==> config.mk <==
export PLATFORM = sky130hd
export DESIGN_NAME = hs_region_shuttle
export DESIGN_NICKNAME = d
export VERILOG_FILES = /design/src/rtl/hs_pkg.sv /design/src/rtl/hs_region_map.sv /design/src/rtl/hs_region_shuttle.sv
export SDC_FILE = /design/constraint.sdc
export NUM_CORES = 1
export LEC_CHECK = 0
export CAP_MARGIN = 10
export CORE_MARGIN = 5
export CORE_UTILIZATION = 41
export DETAILED_ROUTE_END_ITERATION = 10
export GPL_TIMING_DRIVEN = 0
export PLACE_DENSITY = 0.8
export RECOVER_POWER = 50
export SLEW_MARGIN = 20
export SYNTH_ARGS = -nofsm -noshare
export SYNTH_HDL_FRONTEND = slang
export SYNTH_SLANG_ARGS = --single-unit
export TNS_END_PERCENT = 100
==> constraint.sdc <==
create_clock -name clk_sys -period 3 [get_ports clk_sys]
set_clock_uncertainty 0.05 [all_clocks]
set_input_delay 0.75 -clock clk_sys [delete_from_list [all_inputs] [get_ports clk_sys]]
set_output_delay 0.75 -clock clk_sys [all_outputs]
set_load 0.03 [all_outputs]
==> src/rtl/hs_pkg.sv <==
// Shared types and helpers for the high-score region shuttle.
// Window tables are padded to MAX_REGIONS so one cumulative-length helper serves any REGIONS.
package hs_pkg;

   localparam int unsigned MAX_REGIONS = 8;
   localparam logic [7:0] HS_INDEX_DEF = 8'd4;

   typedef enum logic [1:0] {
      StIdle,
      StSettle,
      StXfer,
      StDrain
   } hs_state_e;

   typedef logic [MAX_REGIONS*16-1:0] len_vec_t;
   typedef logic [MAX_REGIONS:0][31:0] cum_vec_t;

   // cum[k] is the linear offset at which window k begins; cum[MAX_REGIONS] is the total.
   function automatic cum_vec_t cum_len(input len_vec_t reg_len);
      cum_vec_t c;
      c = '0;
      for (int k = 0; k < MAX_REGIONS; k++) begin
         c[k+1] = c[k] + {16'd0, reg_len[k*16 +: 16]};
      end
      return c;
   endfunction

endpackage

==> src/rtl/hs_region_map.sv <==
// Maps a linear ioctl offset onto one of the RAM windows, registered once.
// The register only loads when en is high so it can double as the pending-write address.
module hs_region_map
   import hs_pkg::*;
#(
   parameter int unsigned ADDR_W = 16,
   parameter int unsigned REGIONS = 2,
   parameter logic [REGIONS*16-1:0] REG_START = {REGIONS{16'h0}},
   parameter logic [REGIONS*16-1:0] REG_LEN = {REGIONS{16'h0}}
) (
   input  logic              clk_sys,
   input  logic              reset_n,
   input  logic              en,
   input  logic [24:0]       offset,
   output logic              hit,
   output logic [ADDR_W-1:0] addr
);

   localparam cum_vec_t CUM = cum_len(len_vec_t'(REG_LEN));

   logic [31:0]       off32;
   logic              hit_d;
   logic [ADDR_W-1:0] addr_d;

   assign off32 = {7'd0, offset};

   // Zero-length windows have equal bounds and can never match.
   always_comb begin
      hit_d  = 1'b0;
      addr_d = '0;
      for (int unsigned k = 0; k < REGIONS; k++) begin
         if (!hit_d && off32 >= CUM[k] && off32 < CUM[k+1]) begin
            hit_d  = 1'b1;
            addr_d = ADDR_W'(REG_START[k*16 +: 16]) + ADDR_W'(off32 - CUM[k]);
         end
      end
   end

   always_ff @(posedge clk_sys or negedge reset_n) begin
      if (!reset_n) begin
         hit  <= 1'b0;
         addr <= '0;
      end else if (en) begin
         hit  <= hit_d;
         addr <= addr_d;
      end
   end

endmodule

==> src/rtl/hs_region_shuttle.sv <==
// High-score transfer engine between the HPS ioctl stream and game work RAM,
// pausing the CPU around each transfer and mapping offsets across several windows.
module hs_region_shuttle
   import hs_pkg::*;
#(
   parameter int unsigned ADDR_W = 16,
   parameter int unsigned REGIONS = 2,
   parameter logic [REGIONS*16-1:0] REG_START = {REGIONS{16'h0}},
   parameter logic [REGIONS*16-1:0] REG_LEN = {REGIONS{16'h0}},
   parameter logic [7:0] HS_INDEX = HS_INDEX_DEF,
   parameter int unsigned SETTLE = 16,
   parameter int unsigned HOLD = 16,
   parameter int unsigned RAM_LAT = 1
) (
   input  logic              clk_sys,
   input  logic              reset_n,
   input  logic              disable_hs,
   input  logic              ioctl_download,
   input  logic              ioctl_upload,
   input  logic [7:0]        ioctl_index,
   input  logic [24:0]       ioctl_addr,
   input  logic [7:0]        ioctl_dout,
   input  logic              ioctl_wr,
   output logic [7:0]        ioctl_din,
   output logic [ADDR_W-1:0] ram_address,
   output logic [7:0]        data_to_ram,
   output logic              ram_write,
   input  logic [7:0]        ram_data_in,
   output logic              pause,
   output logic              busy,
   output logic              overrun
);

   hs_state_e   state_q, state_d;
   logic [15:0] cnt_q, cnt_d;
   logic        dir_q, dir_d;

   logic sel;
   logic wr_accept;
   logic issue;
   logic map_en;
   logic map_hit;
   logic [ADDR_W-1:0] map_addr;

   logic [7:0]        buf_data_q;
   logic              buf_valid_q;
   logic [ADDR_W-1:0] wr_addr_q;
   logic [7:0]        wr_data_q;
   logic              wr_q;
   logic              overrun_q;
   logic [7:0]        din_q;
   logic              hit_pipe [RAM_LAT];

   // disable_hs only gates the IDLE decision; an active transfer runs to completion.
   assign sel = (ioctl_download | ioctl_upload) & (ioctl_index == HS_INDEX) &
                (~disable_hs | (state_q != StIdle));

   assign wr_accept = ioctl_wr & ioctl_download & sel;
   assign issue     = buf_valid_q & ((state_q == StXfer) | (state_q == StDrain));
   assign map_en    = wr_accept | (ioctl_upload & sel);

   hs_region_map #(
      .ADDR_W   (ADDR_W),
      .REGIONS  (REGIONS),
      .REG_START(REG_START),
      .REG_LEN  (REG_LEN)
   ) u_map (
      .clk_sys(clk_sys),
      .reset_n(reset_n),
      .en     (map_en),
      .offset (ioctl_addr),
      .hit    (map_hit),
      .addr   (map_addr)
   );

   always_comb begin
      state_d = state_q;
      cnt_d   = cnt_q;
      dir_d   = dir_q;
      unique case (state_q)
         StIdle: begin
            if (sel) begin
               state_d = StSettle;
               cnt_d   = '0;
               dir_d   = ioctl_upload;
            end
         end
         StSettle: begin
            if (!sel) begin
               state_d = StDrain;
               cnt_d   = '0;
            end else if (cnt_q == 16'(SETTLE - 1)) begin
               state_d = StXfer;
               cnt_d   = '0;
            end else begin
               cnt_d = cnt_q + 16'd1;
            end
         end
         StXfer: begin
            if (!sel) begin
               state_d = StDrain;
               cnt_d   = '0;
            end
         end
         StDrain: begin
            // The hold count only starts once any buffered byte has gone out.
            if (sel) begin
               state_d = StXfer;
               dir_d   = ioctl_upload;
            end else if (!buf_valid_q) begin
               if ({16'd0, cnt_q} + 32'd1 >= 32'(HOLD)) begin
                  state_d = StIdle;
                  cnt_d   = '0;
               end else begin
                  cnt_d = cnt_q + 16'd1;
               end
            end
         end
         default: state_d = StIdle;
      endcase
   end

   always_ff @(posedge clk_sys or negedge reset_n) begin
      if (!reset_n) begin
         state_q <= StIdle;
         cnt_q   <= '0;
         dir_q   <= 1'b0;
      end else begin
         state_q <= state_d;
         cnt_q   <= cnt_d;
         dir_q   <= dir_d;
      end
   end

   // Pending buffer: a new strobe in the issue cycle is fine, the old entry leaves the same edge.
   always_ff @(posedge clk_sys or negedge reset_n) begin
      if (!reset_n) begin
         buf_data_q  <= '0;
         buf_valid_q <= 1'b0;
         overrun_q   <= 1'b0;
         wr_q        <= 1'b0;
         wr_addr_q   <= '0;
         wr_data_q   <= '0;
      end else begin
         if (wr_accept) begin
            buf_data_q  <= ioctl_dout;
            buf_valid_q <= 1'b1;
         end else if (issue) begin
            buf_valid_q <= 1'b0;
         end

         if (wr_accept && buf_valid_q && !issue) begin
            overrun_q <= 1'b1;
         end else if (state_q == StIdle && sel) begin
            overrun_q <= 1'b0;
         end

         // Out-of-range offsets clear the buffer without touching RAM.
         wr_q <= issue & map_hit;
         if (issue && map_hit) begin
            wr_addr_q <= map_addr;
            wr_data_q <= buf_data_q;
         end
      end
   end

   // Hit is delayed to line up with the read data coming back from RAM.
   always_ff @(posedge clk_sys or negedge reset_n) begin
      if (!reset_n) begin
         for (int i = 0; i < RAM_LAT; i++) hit_pipe[i] <= 1'b0;
         din_q <= '0;
      end else begin
         hit_pipe[0] <= map_hit;
         for (int i = 1; i < RAM_LAT; i++) hit_pipe[i] <= hit_pipe[i-1];
         if (dir_q && state_q == StXfer) begin
            din_q <= hit_pipe[RAM_LAT-1] ? ram_data_in : 8'hFF;
         end
      end
   end

   assign ram_address = (dir_q && state_q == StXfer) ? map_addr : wr_addr_q;
   assign data_to_ram = wr_data_q;
   assign ram_write   = wr_q;
   assign ioctl_din   = din_q;
   assign pause       = (state_q != StIdle);
   assign busy        = (state_q != StIdle);
   assign overrun     = overrun_q;

endmodule

# Yosys cells after proc, flatten, opt, wreduce, memory -nomap -nowiden
# Cells that the tools add are included.
# word_totals
ff_bits	80
inputBits	55
output_inout_bits	36
elab_cells	86
# classes
n_addsub	2
order_cmp	3
eq_ne	12
n_mux	26
bitwise	12
reduce_logical	18
# ops
operator	n
16-bit two-way mux	10
16-bit one-hot mux with 4 select lines	1
25-bit by 1-bit greater-or-equal comparator with 1-bit output, second input constant	1
25-bit by 1-bit less-than comparator with 1-bit output, second input constant	1
16-bit by 1-bit adder with 17-bit output, second input constant	1
17-bit by 5-bit greater-or-equal comparator with 1-bit output, second input constant	1
16-bit by 1-bit adder with 16-bit output, second input constant	1
16-bit by 4-bit equality test with 1-bit output, second input constant	1
2-bit two-way mux	7
8-bit by 3-bit equality test with 1-bit output, second input constant	1
1-bit logical AND	8
8-bit two-way mux	1
2-bit != test, second input constant	4
2-bit one-hot mux with 4 select lines	1
1-bit bitwise AND	7
1-bit two-way mux	6
3-bit != test, second input constant	2
2-bit nonzero test	3
5-bit AND reduction	1
2-bit equality test, second input constant	2
1-bit OR	4
4-bit AND reduction	1
3-bit by 2-bit != test with 1-bit output, second input constant	1
2-bit by 1-bit equality test with 1-bit output, second input constant	1
other kinds (5)	6

# Longest topological paths before layout
# Gate-level depths: netlist (run 1).
# depth
word_depth	7
depth_mapped	10
mapped_depth_nobuf	9

# Modules after synthesis
# From an unflattened synthesis (run 1), not the netlist that was laid out.
# unflattened
hier_cells	366
area_unflattened_um2	3532.1
# modules_own_cells
mod	instances	cells_each	area_per_inst_um2	seq_area_each_um2
hs_region_shuttle	1	348	3400.8	1576.5
hs_region_map	1	18	131.4	0.0

# Least setup slack after synthesis (run 1)
# Ideal clock, no wire load.
# synth_timing
path_type	input-to-reg
start	input port ioctl_index[3]
end	register cnt_q[3]
setup_ps	64
arrival_ps	2687
required_ps	2886
slack_ps	199
cell_stages	7
path_buffers	0
cell_sequence	nor4b_1 -> o2111a_1 -> mux2_2 -> o22a_1 -> or3_2 -> a21oi_1 -> a21o_1
# synth_via
elab_chain_cells	5
elab_cells_between_ends	9
cone_classes	eq/ne (4); mux (2); bitwise (2); reduce/logical (1)
# synth_lines
item	line_no	rtl
start: declaration	hs_region_shuttle.sv:20	input logic [7:0] ioctl_index,
8-bit by 3-bit equality test with 1-bit output (*)	hs_region_shuttle.sv:55	assign sel = (ioctl_download | ioctl_upload) & (ioctl_index == HS_INDEX) &
1-bit bitwise AND (*) (2 in a row)	hs_region_shuttle.sv:55	
16-bit two-way mux or 2-bit != test (tied branches)	-	
16-bit one-hot mux with 4 select lines or 4-bit AND reduction (tied branches)	-	
end signal: assignment	hs_region_shuttle.sv:130	cnt_q <= cnt_d;
end: declaration	hs_region_shuttle.sv:35	logic [15:0] cnt_q, cnt_d;
# Every way passes the cells marked *; elsewhere a longest branch is shown, timed or not.
# A chain may end at the register's enable or synchronous reset.

# Final worst setup path (run 1)
# layout_timing
start	input port ioctl_index[4]
end	register cnt_q[3]
# Same word-level chain as after synthesis.

==> results.md, run 1 <==
Placed design:
- In this run the cell area measured after placement is 2310 µm².
- The final estimated routing congestion in global placement is 0.949.
- The number of buffers inserted by port buffering is 24.
- OpenSTA, run right after detailed placement, puts the worst setup slack at -612 ps.
- The HPWL reported at the end of detailed placement is 3180 µm.

Floorplanning:
- The die covers 6130 µm².
- The die span in y is 78.3 µm.
- Once the floorplan was initialized, standard cells occupied 43.0% of the core.
- The I/O pin count is 91.
- The initialized floorplan defines 24 standard-cell rows.
- After floorplanning, the core was sized to cover 4440 µm².
- The floorplan die width is 78.3 µm.

STA:
- The final max-slew violation count is 0.
- The final critical delay including setup and external delays is 2950 ps.
- In the post-route analysis, the smallest setup slack over all paths is 50.8 ps.
- The worst-case headroom to the max-slew limit is 19.9%.
- The hold violation total from the final report is 0.
- The period utilization is 98.3%.
- At the pin with the least slew margin, the transition time is 1200 ps.
- The tightest hold path in the finished design has a slack of 444 ps.
- The highest clock frequency the design can meet is 339 MHz.
- Setup violations remaining at the end of the flow were counted as 0.
- For the final routed database, the setup TNS stands at 0 ps.

Yosys:
- The prevailing post-synth register cell is sky130_fd_sc_hd__dfrtp_1.
- The number of distinct library cells after synthesis is 53.
- The sequential-to-total area share from yosys stat is 28.8%.
- During synthesis, Yosys emitted a total of 0 warnings.
- For this run, asynchronously set or reset flops after synthesis account for 100%.
- Dividing the synthesized area by the synthesized cell count gives 8.90 µm².
- The number of synthesized flops with an enable pin is 0.
- Synthesis inferred 22 register bits.
- After technology mapping, the gate count stands at 215.
- The post-synth design cell area is 1910 µm².

Setup path:
- The depth of the most critical reg-to-reg path is 9.
- The kind of critical path is input pin to register.
- The flop-to-flop setup slack is 380 ps.
- The critical path starts at ioctl_index[4].
- The timing endpoint of the critical path is cnt_q[3]$_DFFE_PN0P_.
- The largest fanout of any net on the critical path is 9.
- The type of element capturing the critical path is a register.
- The launch point of the worst reg-to-reg path is state_q[0]$_DFFE_PN0P_.
- The capture instance of the worst register-to-register path is cnt_q[3]$_DFFE_PN0P_.
- STA puts the critical path data arrival time at 3120 ps.
- The worst setup path is launched from an input pin.
- STA puts the critical path data required time at 3170 ps.

Pwr:
- The sequential share of power is 26.4%.
- The clock network fraction of design power is 19.1%.
- The internal power of the cells is 869 µW.
- In this run the power spent charging and discharging nets is 625 µW.
- The leakage power total is 1.15 nW.
- Power spread over the standard cell area amounts to 615 nW/µm².
- The maximum ir drop on the vdd rail is 274 µV.
- Per report_power, the combinational group accounts for 54.5% of the total.
- Net switching is 41.9% of the power.
- The post-route total power is 1.49 mW.

Min path:
- The class of the worst hold path is register to register.
- Along the worst hold path, the cell count comes to 1.

Clock tree:
- The number of clock buffers inserted by TritonCTS is 3.
- The clock latency at the later pin of the worst-skew pair is 270 ps.
- The clock tree buffer depth is 2.
- TritonCTS built the clock tree.
- The number of levels the H-tree was split into is 1.
- After clock tree synthesis, the clock-pin slew on the worst setup and hold paths is 90 ps.
- Counting every sink on the clock net gives 22.
- The CTS root buffer is sky130_fd_sc_hd__clkbuf_8.

Detailed routing:
- Dividing the detail-routed via count by the number of cells gives 5.17.
- After detailed routing, the total wire length is 4240 µm.
- The number of remaining DRC errors is 0.
- The count of nets left with antenna violations after detail routing is 0.
- In this run, the number of DRC markers left after iteration 0 of detailed routing was 187.
- The first detailed-routing pass ran for 4 iterations.
- The detailed-route via count is 1660.
- In the final routed layout, each cell accounts on average for 13.2 µm.

Global route:
- The first global-routing pass estimated 7110 µm of wire.
- For this run, the total global-route usage over all layers was measured as 14.2%.
- The initial antenna violation count came to 0.
- The number of global-route vias before repair is 1547.
- The maximum number of pins on one net before global-route repair is 23.
- The global-route congestion overflow total is 0.

Final layout:
- Summing all non-filler instances in the final layout gives an area of 2430 µm².
- In the final layout, the share of cells above drive strength 1 is 26.0%.
- Relative to the synthesized area, the layout overhead comes to 27.1%.
- The antenna cell count is 0.
- At the end of the flow, the number of nets in the layout was 331.

Flow run:
- The count of max-cap constraint violations is 0.

Status:
- The run finished with clean final reports.
cells in the mapped netlist, types with 2 or more instances:
| cell | number | area share (%) |
|---|---|---|
| sky130_fd_sc_hd__o2111ai_1 | 2 | 0.92 |
| sky130_fd_sc_hd__nand3_1 | 8 | 2.1 |
| sky130_fd_sc_hd__nor2_1 | 12 | 2.4 |
| sky130_fd_sc_hd__a21o_1 | 2 | 0.78 |
| sky130_fd_sc_hd__o21ai_1 | 6 | 1.6 |
| sky130_fd_sc_hd__mux2i_1 | 2 | 1.0 |
| sky130_fd_sc_hd__a22o_1 | 10 | 4.6 |
| sky130_fd_sc_hd__dfrtp_1 | 22 | 29 |
| sky130_fd_sc_hd__nor3_1 | 8 | 2.1 |
| sky130_fd_sc_hd__inv_1 | 5 | 0.98 |
| sky130_fd_sc_hd__nand3_2 | 2 | 1.0 |
| sky130_fd_sc_hd__buf_6 | 4 | 2.4 |
| sky130_fd_sc_hd__clkbuf_1 | 2 | 0.39 |
| sky130_fd_sc_hd__a41oi_1 | 2 | 0.92 |
| sky130_fd_sc_hd__o31ai_1 | 4 | 1.6 |
| sky130_fd_sc_hd__nor2b_1 | 3 | 0.98 |
| sky130_fd_sc_hd__o21ai_0 | 13 | 3.4 |
| sky130_fd_sc_hd__nor4_1 | 7 | 2.3 |
| sky130_fd_sc_hd__buf_4 | 35 | 14 |
| sky130_fd_sc_hd__nand4_1 | 4 | 1.3 |
| sky130_fd_sc_hd__and3_1 | 5 | 1.6 |
| sky130_fd_sc_hd__clkbuf_8 | 2 | 1.4 |
| sky130_fd_sc_hd__mux2_2 | 3 | 1.8 |
| sky130_fd_sc_hd__a21oi_1 | 4 | 1.0 |
| sky130_fd_sc_hd__nor4b_1 | 2 | 0.92 |
| sky130_fd_sc_hd__ha_1 | 6 | 3.9 |
| sky130_fd_sc_hd__nand2_1 | 14 | 2.7 |
final cells by class:
cell class	instances	area (µm²)
Buffer	43	344
Clock buffer	3	41.3
Clock inverter	1	30.0
Fill cell	428	2010
Inverter	5	18.8
Multi-Input combinational cell	169	1130
Sequential cell	22	551
Tap cell	52	65.1
Timing Repair Buffer	26	249
through the flow:
stage	cells	util, %
floorplan	239	-
global placement	315	51.9
detailed placement	315	51.9
CTS	319	54.1
global route	321	54.7
finish	321	54.7
worst max-delay path, stage by stage:
cell,delay (ps)
sky130_fd_sc_hd__clkdlybuf4s50_1,440
sky130_fd_sc_hd__nor4b_4,320
sky130_fd_sc_hd__o2111a_2,280
sky130_fd_sc_hd__mux2_2,380
sky130_fd_sc_hd__o22a_4,240
sky130_fd_sc_hd__or3_2,470
sky130_fd_sc_hd__a21oi_2,150
sky130_fd_sc_hd__a21o_1,90
worst min-delay path by stage:
stage / start / endpoint / slack [ps]
4_1_cts: dir_q$_DFFE_PN0P_ / ioctl_din[6]$_DFFE_PN0P_ / 440
3_5_place_dp: dir_q$_DFFE_PN0P_ / ioctl_din[6]$_DFFE_PN0P_ / 420
5_1_grt: dir_q$_DFFE_PN0P_ / ioctl_din[6]$_DFFE_PN0P_ / 480
3_3_place_gp: dir_q$_DFFE_PN0P_ / ioctl_din[6]$_DFFE_PN0P_ / 420
6_report: dir_q$_DFFE_PN0P_ / ioctl_din[6]$_DFFE_PN0P_ / 440
2_1_floorplan: reset_n / buf_valid_q$_DFFE_PN0P_ / 400
registers in the layout, indices dropped and copies added (netlist names):
signal,count
ioctl_din,1
overrun,1
buf_valid_q,1
dir_q,1
state_q,2
cnt_q,16
cells by family after synthesis:
group | after synthesis | share of synthesized area, %
buf+inv | 48 | 18.9
mux | 5 | 2.81
other cells | 1 | 0.196
fa+ha+maj | 6 | 3.92
flops | 22 | 28.8
simple gates | 79 | 25.2
compound gates | 53 | 19.8
xor+xnor | 1 | 0.458
layout by cell type (no fill, tap or decap), drive strengths merged, types with 3 or more instances in the layout:
cell and count:
o21ai 19, and3 6, a21oi 4, clkbuf 8
nand2 14, nor2 13, inv 5, nor3 8
nor4 8, o31ai 4, nand4 5, buf 41
a22o 11, conb 25, dfrtp 22, ha 6
nand3 10, mux2 3, clkdlybuf4s50 23, nor2b 3
per-layer routing:
layer / track usage [%] / share of wire, %
met1: 19.1 / 46
met2: 22.6 / 46
met3: 3.43 / 6.2
met4: 4.20 / 1.3
met5: 0 / 0
timing repair:
item,CTS,global route
gates cloned,0,0
pin swaps,0,3
buffers inserted,0,2
setup endpoints to repair,10,10
hold buffers,0,0
endpoints found under the hold margin,0,0
resized for setup,6,3
power groups by stage:
| stage | Clock, mW | Sequential (mW) | Combinational (mW) |
|---|---|---|---|
| floorplan | 0 | 0.396 | 0.580 |
| detailed placement | 0 | 0.402 | 0.795 |
| global placement | 0 | 0.399 | 0.786 |
| finish | 0.285 | 0.395 | 0.814 |
| CTS | 0.289 | 0.396 | 0.807 |
| global route | 0.303 | 0.404 | 0.899 |
(Power assumes the default switching activity.)
==> run 2, diff against run 1 <==
CORE_UTILIZATION = 45   (was 41)
PLACE_DENSITY = 0.87   (was 0.8)
clock period = 3.8 ns   (was 3 ns; I/O delays follow)
==> run 2 against run 1 <==
Global-route usage rose by 1.7 points. Sequential power fell by 21%. Die area fell by 7.8%. Total power fell by 28%. Wire length fell by 1.4%.
==> results.md, run 2 (same netlist as run 1, synthesis figures left out) <==
Status:
- The run finished with clean final reports.

Detailed routing:
- The routed length per instance came to 13.2 µm (+0.19%).
- The iteration count of the initial detailed-routing pass is 4 (unchanged).
- The detailed-route via count is 1678 (+1.1%).
- The detail-routed via count per cell is 5.31 (+2.7%).
- The wire length reported by the detailed router was 4180 µm (-1.4%).
- The number of remaining DRC errors is 0 (unchanged).
- The count of nets left with antenna violations after detail routing is 0 (unchanged).
- The first-iteration detailed-routing DRC count is 111 (-41%).

Global route:
- The aggregate global-route resource usage came to 15.9% (+1.7 points).
- The initial antenna violation count is 0 (unchanged).
- The global-route congestion overflow total came to 0 (unchanged).
- The number of global-route vias before repair is 1572 (+1.6%).
- The maximum number of pins on one net before global-route repair is 23 (unchanged).
- The global-route wire length before repair came to 7030 µm (-1.1%).

Final layout:
- The footprint of the flip-flops and latches is 551 µm² (unchanged).
- The area growth from synthesis to layout is 22.4%.
- The most frequent standard cell in the layout excluding fill and tap cells is sky130_fd_sc_hd__buf_4.
- The count of filler cells inserted in the layout is 362 (-15%).
- The combined area of the multi-input logic cells is 1090 µm² (-3.6%).
- The library cells used most frequently in the layout, excluding fill and tap cells, are 35 x sky130_fd_sc_hd__buf_4, 25 x sky130_fd_sc_hd__conb_1, 22 x sky130_fd_sc_hd__dfrtp_1.
- The largest registers in the layout are cnt_q: 16 flops, state_q: 2 flops.
- The flip-flop count of the largest register after layout was 16 (unchanged).
- The fraction of layout instances using a drive strength above 1 is 22.6% (-3.5 points).
- The net count of the finished layout is 329 (-0.60%).
- The antenna cell count is 0 (unchanged).
- cnt_q holds more flip-flops than any other register.

STA:
- Dividing the final minimum period by the clock period gives 90.0%.
- The final count of negative-setup-slack endpoints is 0 (unchanged).
- Setup repair after global routing left no endpoint under its margin.
- The hold violation total from the final report is 0 (unchanged).
- The slew at the pin closest to its max-slew limit came to 1170 ps (-32.2 ps).
- The final max-slew violation count is 0 (unchanged).
- The final setup TNS is 0 ps (unchanged).
- The highest clock frequency the design can meet is 292 MHz.
- For the finished layout, the period the worst path requires is 3420 ps.
- The final worst hold slack came to 447 ps (+2.99 ps).
- The setup slack after layout is 379 ps (+328 ps).
- The worst-case headroom to the max-slew limit is 22.0% (+2.1 points).

Clock tree:
- The CTS root buffer is sky130_fd_sc_hd__clkbuf_8.
- The clock latency at the later pin of the worst-skew pair is 270 ps (about the same).
- The number of clock buffers inserted by TritonCTS is 3 (unchanged).
- The number of buffers added to fix hold violations after cts is 0 (unchanged).
- The post-CTS setup repair buffer count came to 0 (unchanged).
- The TritonCTS clock tree is yes.
- The clock tree buffer depth is 2 (unchanged).
- The number of sinks driven by the clock tree is 22 (unchanged).
- The quantity of gates resized following cts is 0 (-6).
- The clock transition time at the flip-flop clock pins of the worst setup and hold paths is 70 ps (-20 ps).
- The number of levels the H-tree was split into is 1 (unchanged).

Setup path:
- The category of the worst setup path launch point is an input pin.
- The flop-to-flop setup slack is 1040 ps (+660 ps).
- The capture instance of the worst register-to-register path is cnt_q[13]$_DFFE_PN0P_.
- The signal on the critical path passes through clkdlybuf4s50_1, nor4b_1, o2111a_1, mux2_2, o22ai_1, clkbuf_1, o21ai_0, a22o_1.
- The standard cell with the maximum stage delay on the critical path is sky130_fd_sc_hd__nor4b_1.
- STA classifies the critical path endpoint as a register.
- The data required time of the critical path was 3910 ps (+740 ps).
- The highest cell delay on the worst timing path is 430 ps (-40 ps).
- The timing endpoint of the critical path is cnt_q[13]$_DFFE_PN0P_.
- The total buffers and inverters traversed by the critical path is 2 (+1).
- The critical path's top delay family is compound AO/OA/AOI/OAI gates.
- The kind of critical path is input pin to register.
- The worst register-to-register path begins at state_q[0]$_DFFE_PN0P_.
- The depth of the most critical reg-to-reg path is 9 (unchanged).
- The worst endpoint data arrival time is 3530 ps (+410 ps).
- The start point of the critical path is ioctl_index[3].
- The largest fanout of any net on the critical path is 10 (+1).
- The path length in cells of the critical path was 8 (unchanged).

Min path:
- The launch point of the worst hold path is dir_q$_DFFE_PN0P_.
- The class of the worst hold path is register to register.
- The count of cells along the worst hold path is 1 (unchanged).

Floorplanning:
- The placeable core area is 4060 µm² (-8.7%).
- The floorplan die width is 75.2 µm (-4.0%).
- The initial core utilization came to 47.1% (+4.1 points).
- The die span in y was 75.2 µm (-4.0%).
- The die area is 5660 µm² (-7.8%).
- The row count is 23 (-4.2%).
- The I/O pin count is 91 (unchanged).

Pwr:
- The power density normalized to cell area is 463 nW/µm² (-25%).
- The post-route total power came to 1.08 mW (-28%).
- The leakage power total came to 1.11 nW (-2.7%).
- The maximum ir drop on the vdd rail was 244 µV (-11%).

Placed design:
- The final estimated routing congestion in global placement is 1.03 (+8.2%).
- The worst-case setup slack after placement was 95.3 ps (+707 ps).
- The HPWL reported at the end of detailed placement is 3240 µm (+1.9%).
- The number of buffers inserted by port buffering is 24 (unchanged).

Flow run:
- The count of max-cap constraint violations was 0 (unchanged).
-- run 2: cell types whose count changed in the layout (fill, tap and decap cells not counted), sizes merged --
cell           change
buf                -2
clkdlybuf4s50      -2
bufinv             -1
dlygate4sd3        +2
-- run 2: area by class of cell --
cell class | instances | share of cell area, %
flip-flops and latches | 22 | 23.5
repair buffers | 24 | 9.99
clock buffers | 3 | 1.76
inverters | 5 | 0.802
well taps | 50 | 2.67
plain buffers | 43 | 14.6
multi-input cells | 169 | 46.6
-- run 2: worst min-delay path by stage --
stage,end
final,ioctl_din[6]$_DFFE_PN0P_
after global routing,ioctl_din[6]$_DFFE_PN0P_
after CTS,ioctl_din[6]$_DFFE_PN0P_
after detailed placement,ioctl_din[6]$_DFFE_PN0P_
after global placement,ioctl_din[6]$_DFFE_PN0P_
after floorplan,ioctl_din[6]$_DFFE_PN0P_
-- run 2: worst register-to-register path: cells and delay by family, from the launching register on --
kind,cells,cell delay (ps)
buf+inv,2,500
flops,1,470
mux,1,370
simple gates,1,100
fa+ha+maj,1,270
compound gates,4,900
-- run 2: metal layers --
metal	routed length [µm]	global-route usage (%)	part of all wire, %
met1	1910	21.4	46
met2	1900	25.0	45
met3	321	3.34	7.7
met4	51	5.83	1.2
met5	0	0	0
-- run 2: power by group --
part           internal [mW]  switching, mW  total [mW]  leakage, nW
clock                 0.0709         0.0743       0.145       0.0216
combinational          0.274          0.350       0.624        0.793
sequential             0.261         0.0532       0.314        0.300
total                  0.606          0.477        1.08         1.11
-- run 2: per-stage QoR --
step	util (%)	cells	instance area [µm²]
detailed placement	56.8	313	2310
global placement	56.8	313	2310
global route	57.7	316	2340
CTS	57.8	316	2350
floorplan	-	239	2000
finish	57.7	316	2340
==> run 3, diff against run 2 <==
CORE_MARGIN = not set   (was 5)
DONT_BUFFER_PORTS = 1   (was not set)
PLACE_DENSITY = not set   (was 0.87)
clock period = 4.23 ns   (was 3.8 ns; I/O delays follow)
==> run 3 against run 2 <==
Die area fell by 20%. Total power down 17%. Final area shrank 10%. Hold slack got worse by 29 ps. Non-clock buffer count is 24 lower. Sequential cell count unchanged. Critical endpoint unchanged. Critical path depth is 1 lower. Global-route usage is 2.7 points higher. First-iteration DRC count decreased by 5.4%.
==> results.md, run 3 (same netlist as run 1, synthesis figures left out) <==
Global route:
- The global-route congestion overflow total came to 0 (unchanged).
- The initial antenna violation count is 0 (unchanged).
- The aggregate global-route resource usage is 18.6% (+2.7 points).
- The global-route wire length before repair is 6330 µm (-9.9%).
- The maximum number of pins on one net before global-route repair was 23 (unchanged).
- The number of global-route vias before repair is 1407 (-10%).

Clock tree:
- The clock tree buffer depth is 2 (unchanged).
- The number of buffers added to fix hold violations after cts is 0 (unchanged).
- TritonCTS built the clock tree.
- The clock latency at the later pin of the worst-skew pair was 270 ps (about the same).
- The tree is rooted in a sky130_fd_sc_hd__clkbuf_8.
- The number of levels the H-tree was split into is 1 (unchanged).
- The number of sinks driven by the clock tree is 22 (unchanged).
- The post-CTS setup repair buffer count is 0 (unchanged).
- The clock transition time at the flip-flop clock pins of the worst setup and hold paths is 90 ps (+20 ps).
- The quantity of gates resized following cts is 0 (unchanged).
- The number of clock buffers inserted by TritonCTS is 3 (unchanged).

Pwr:
- The internal power of the cells was 483 µW (-20%).
- The power dissipated by switching net loads is 420 µW (-12%).
- The sequential share of power is 31.8% (+2.8 points).
- The leakage power total is 1.02 nW (-8.5%).
- The post-route total power is 903 µW (-17%).
- The clock network fraction of design power was 15.1% (+1.7 points).
- The maximum ir drop on the vdd rail is 223 µV (-8.9%).
- The combinational share of power is 53.1% (-4.5 points).
- The power density normalized to cell area is 428 nW/µm² (-7.4%).
- The switching share of power came to 46.5% (+2.4 points).

Detailed routing:
- The number of remaining DRC errors was 0 (unchanged).
- The wire length reported by the detailed router came to 3870 µm (-7.6%).
- The detailed-route via count was 1599 (-4.7%).
- The routed length per instance is 13.2 µm (about the same).
- The iteration count of the initial detailed-routing pass is 6 (+2).
- The count of nets left with antenna violations after detail routing was 0 (unchanged).
- The first-iteration detailed-routing DRC count came to 105 (-5.4%).
- The detail-routed via count per cell was 5.48 (+3.1%).

Final layout:
- The flip-flop count of the largest register after layout is 16 (unchanged).
- The register with the most flip-flops in the final layout is cnt_q.
- The footprint of the flip-flops and latches is 551 µm² (unchanged).
- The antenna cell count is 0 (unchanged).
- The area growth from synthesis to layout is 10.1%.
- The count of filler cells inserted in the layout is 388 (+7.2%).
- The library cells used most frequently in the layout, excluding fill and tap cells, are 35 x sky130_fd_sc_hd__buf_4, 25 x sky130_fd_sc_hd__conb_1, 22 x sky130_fd_sc_hd__dfrtp_1.
- The combined area of the multi-input logic cells is 1090 µm² (unchanged).
- The fraction of layout instances using a drive strength above 1 is 24.8% (+2.2 points).
- The most frequent standard cell in the layout excluding fill and tap cells is sky130_fd_sc_hd__buf_4.
- The largest registers in the layout are cnt_q: 16 flops, state_q: 2 flops.
- The net count of the finished layout is 305 (-7.3%).

Setup path:
- The total buffers and inverters traversed by the critical path is 1 (-1).
- Traced cell by cell, the critical path runs through nor4b_1, o2111a_1, mux2_2, o22ai_1, clkbuf_1, o21ai_0, a22o_1.
- The standard cell with the maximum stage delay on the critical path is sky130_fd_sc_hd__clkbuf_1.
- The category of the worst setup path launch point is an input pin.
- The setup path with the least slack is of type input pin to register.
- The highest cell delay on the worst timing path was 420 ps (about the same).
- The worst endpoint data arrival time is 3250 ps (-280 ps).
- The largest fanout of any net on the critical path is 10 (unchanged).
- The type of element capturing the critical path is a register.
- The data required time of the critical path is 4350 ps (+440 ps).
- The critical path's top delay family is compound AO/OA/AOI/OAI gates.

Floorplanning:
- The die area is 4520 µm² (-20%).
- The die span in y is 67.2 µm (-11%).
- The I/O pin count is 91 (unchanged).
- The placeable core area was 4030 µm² (-0.71%).
- The initial core utilization was 47.5% (+0.34 points).
- The row count is 23 (unchanged).
- The floorplan die width is 67.2 µm (-11%).

Min path:
- The class of the worst hold path is input pin to asynchronous set/reset pin.

STA:
- Of the available clock period, the critical path in the final layout requires 74.0%.
- The final critical delay including setup and external delays is 3130 ps.
- The final max-slew violation count is 0 (unchanged).
- The highest clock frequency the design can meet is 320 MHz.
- The hold violation total from the final report is 0 (unchanged).
- The final setup TNS came to 0 ps (unchanged).
- The final count of negative-setup-slack endpoints is 0 (unchanged).
- Setup repair after global routing left no endpoint under its margin.

Flow run:
- The count of max-cap constraint violations is 0 (unchanged).

Status:
- The flow ran to the end, and the final reports show no timing, DRC or antenna violations.

Placed design:
- The final estimated routing congestion in global placement was 0.971 (-5.4%).
- The HPWL reported at the end of detailed placement is 2830 µm (-13%).
- The number of buffers inserted by port buffering is 0 (-100%).
[run 3: worst paths after layout]
kind	startpoint	endpoint	slack [ps]	cells past startpoint
max in group asynchronous	reset_n	dir_q$_DFFE_PN0P_	3630	0
worst min-delay path	reset_n	cnt_q[4]$_DFFE_PN0P_	420	0
worst max-delay path	ioctl_index[3]	cnt_q[13]$_DFFE_PN0P_	1100	7
worst max register to register	state_q[0]$_DFFE_PN0P_	cnt_q[13]$_DFFE_PN0P_	1450	9
worst min register to register	dir_q$_DFFE_PN0P_	ioctl_din[6]$_DFFE_PN0P_	440	1
min in group clk_sys	dir_q$_DFFE_PN0P_	ioctl_din[6]$_DFFE_PN0P_	440	1
[run 3: metrics by stage]
stage	instances	hold WS [ps]	setup slack [ps]	utilization (%)	cell area, µm²
3_5_place_dp	289	427	832	51.3	2070
4_1_cts	292	408	1110	52.3	2110
6_report	292	418	1100	52.3	2110
3_3_place_gp	289	419	818	51.3	2070
2_1_floorplan	239	400	1120	-	2000
5_1_grt	292	398	972	52.3	2110
[run 3: power groups by stage]
stage / clock network (mW) / logic (mW) / registers [mW]
after floorplan: 0 / 0.412 / 0.281
after global placement: 0 / 0.480 / 0.291
after detailed placement: 0 / 0.480 / 0.290
after CTS: 0.146 / 0.482 / 0.286
after global routing: 0.152 / 0.531 / 0.292
final: 0.136 / 0.480 / 0.287
[run 3: final cells by class]
class / instances / share of cell area (%)
Buffer: 43 / 16.3
Multi-Input combinational cell: 169 / 51.8
Tap cell: 50 / 2.97
Clock buffer: 3 / 1.96
Inverter: 5 / 0.891
Sequential cell: 22 / 26.1
[run 3: layer usage]
layer	global-route usage [%]	wire, µm	vias to the layer above	part of all wire, %
li1	-	-	795	-
met1	23.9	1780	736	46
met2	30.4	1790	62	46
met3	4.39	259	6	6.7
met4	6.38	38	0	0.98
met5	0	0	-	0
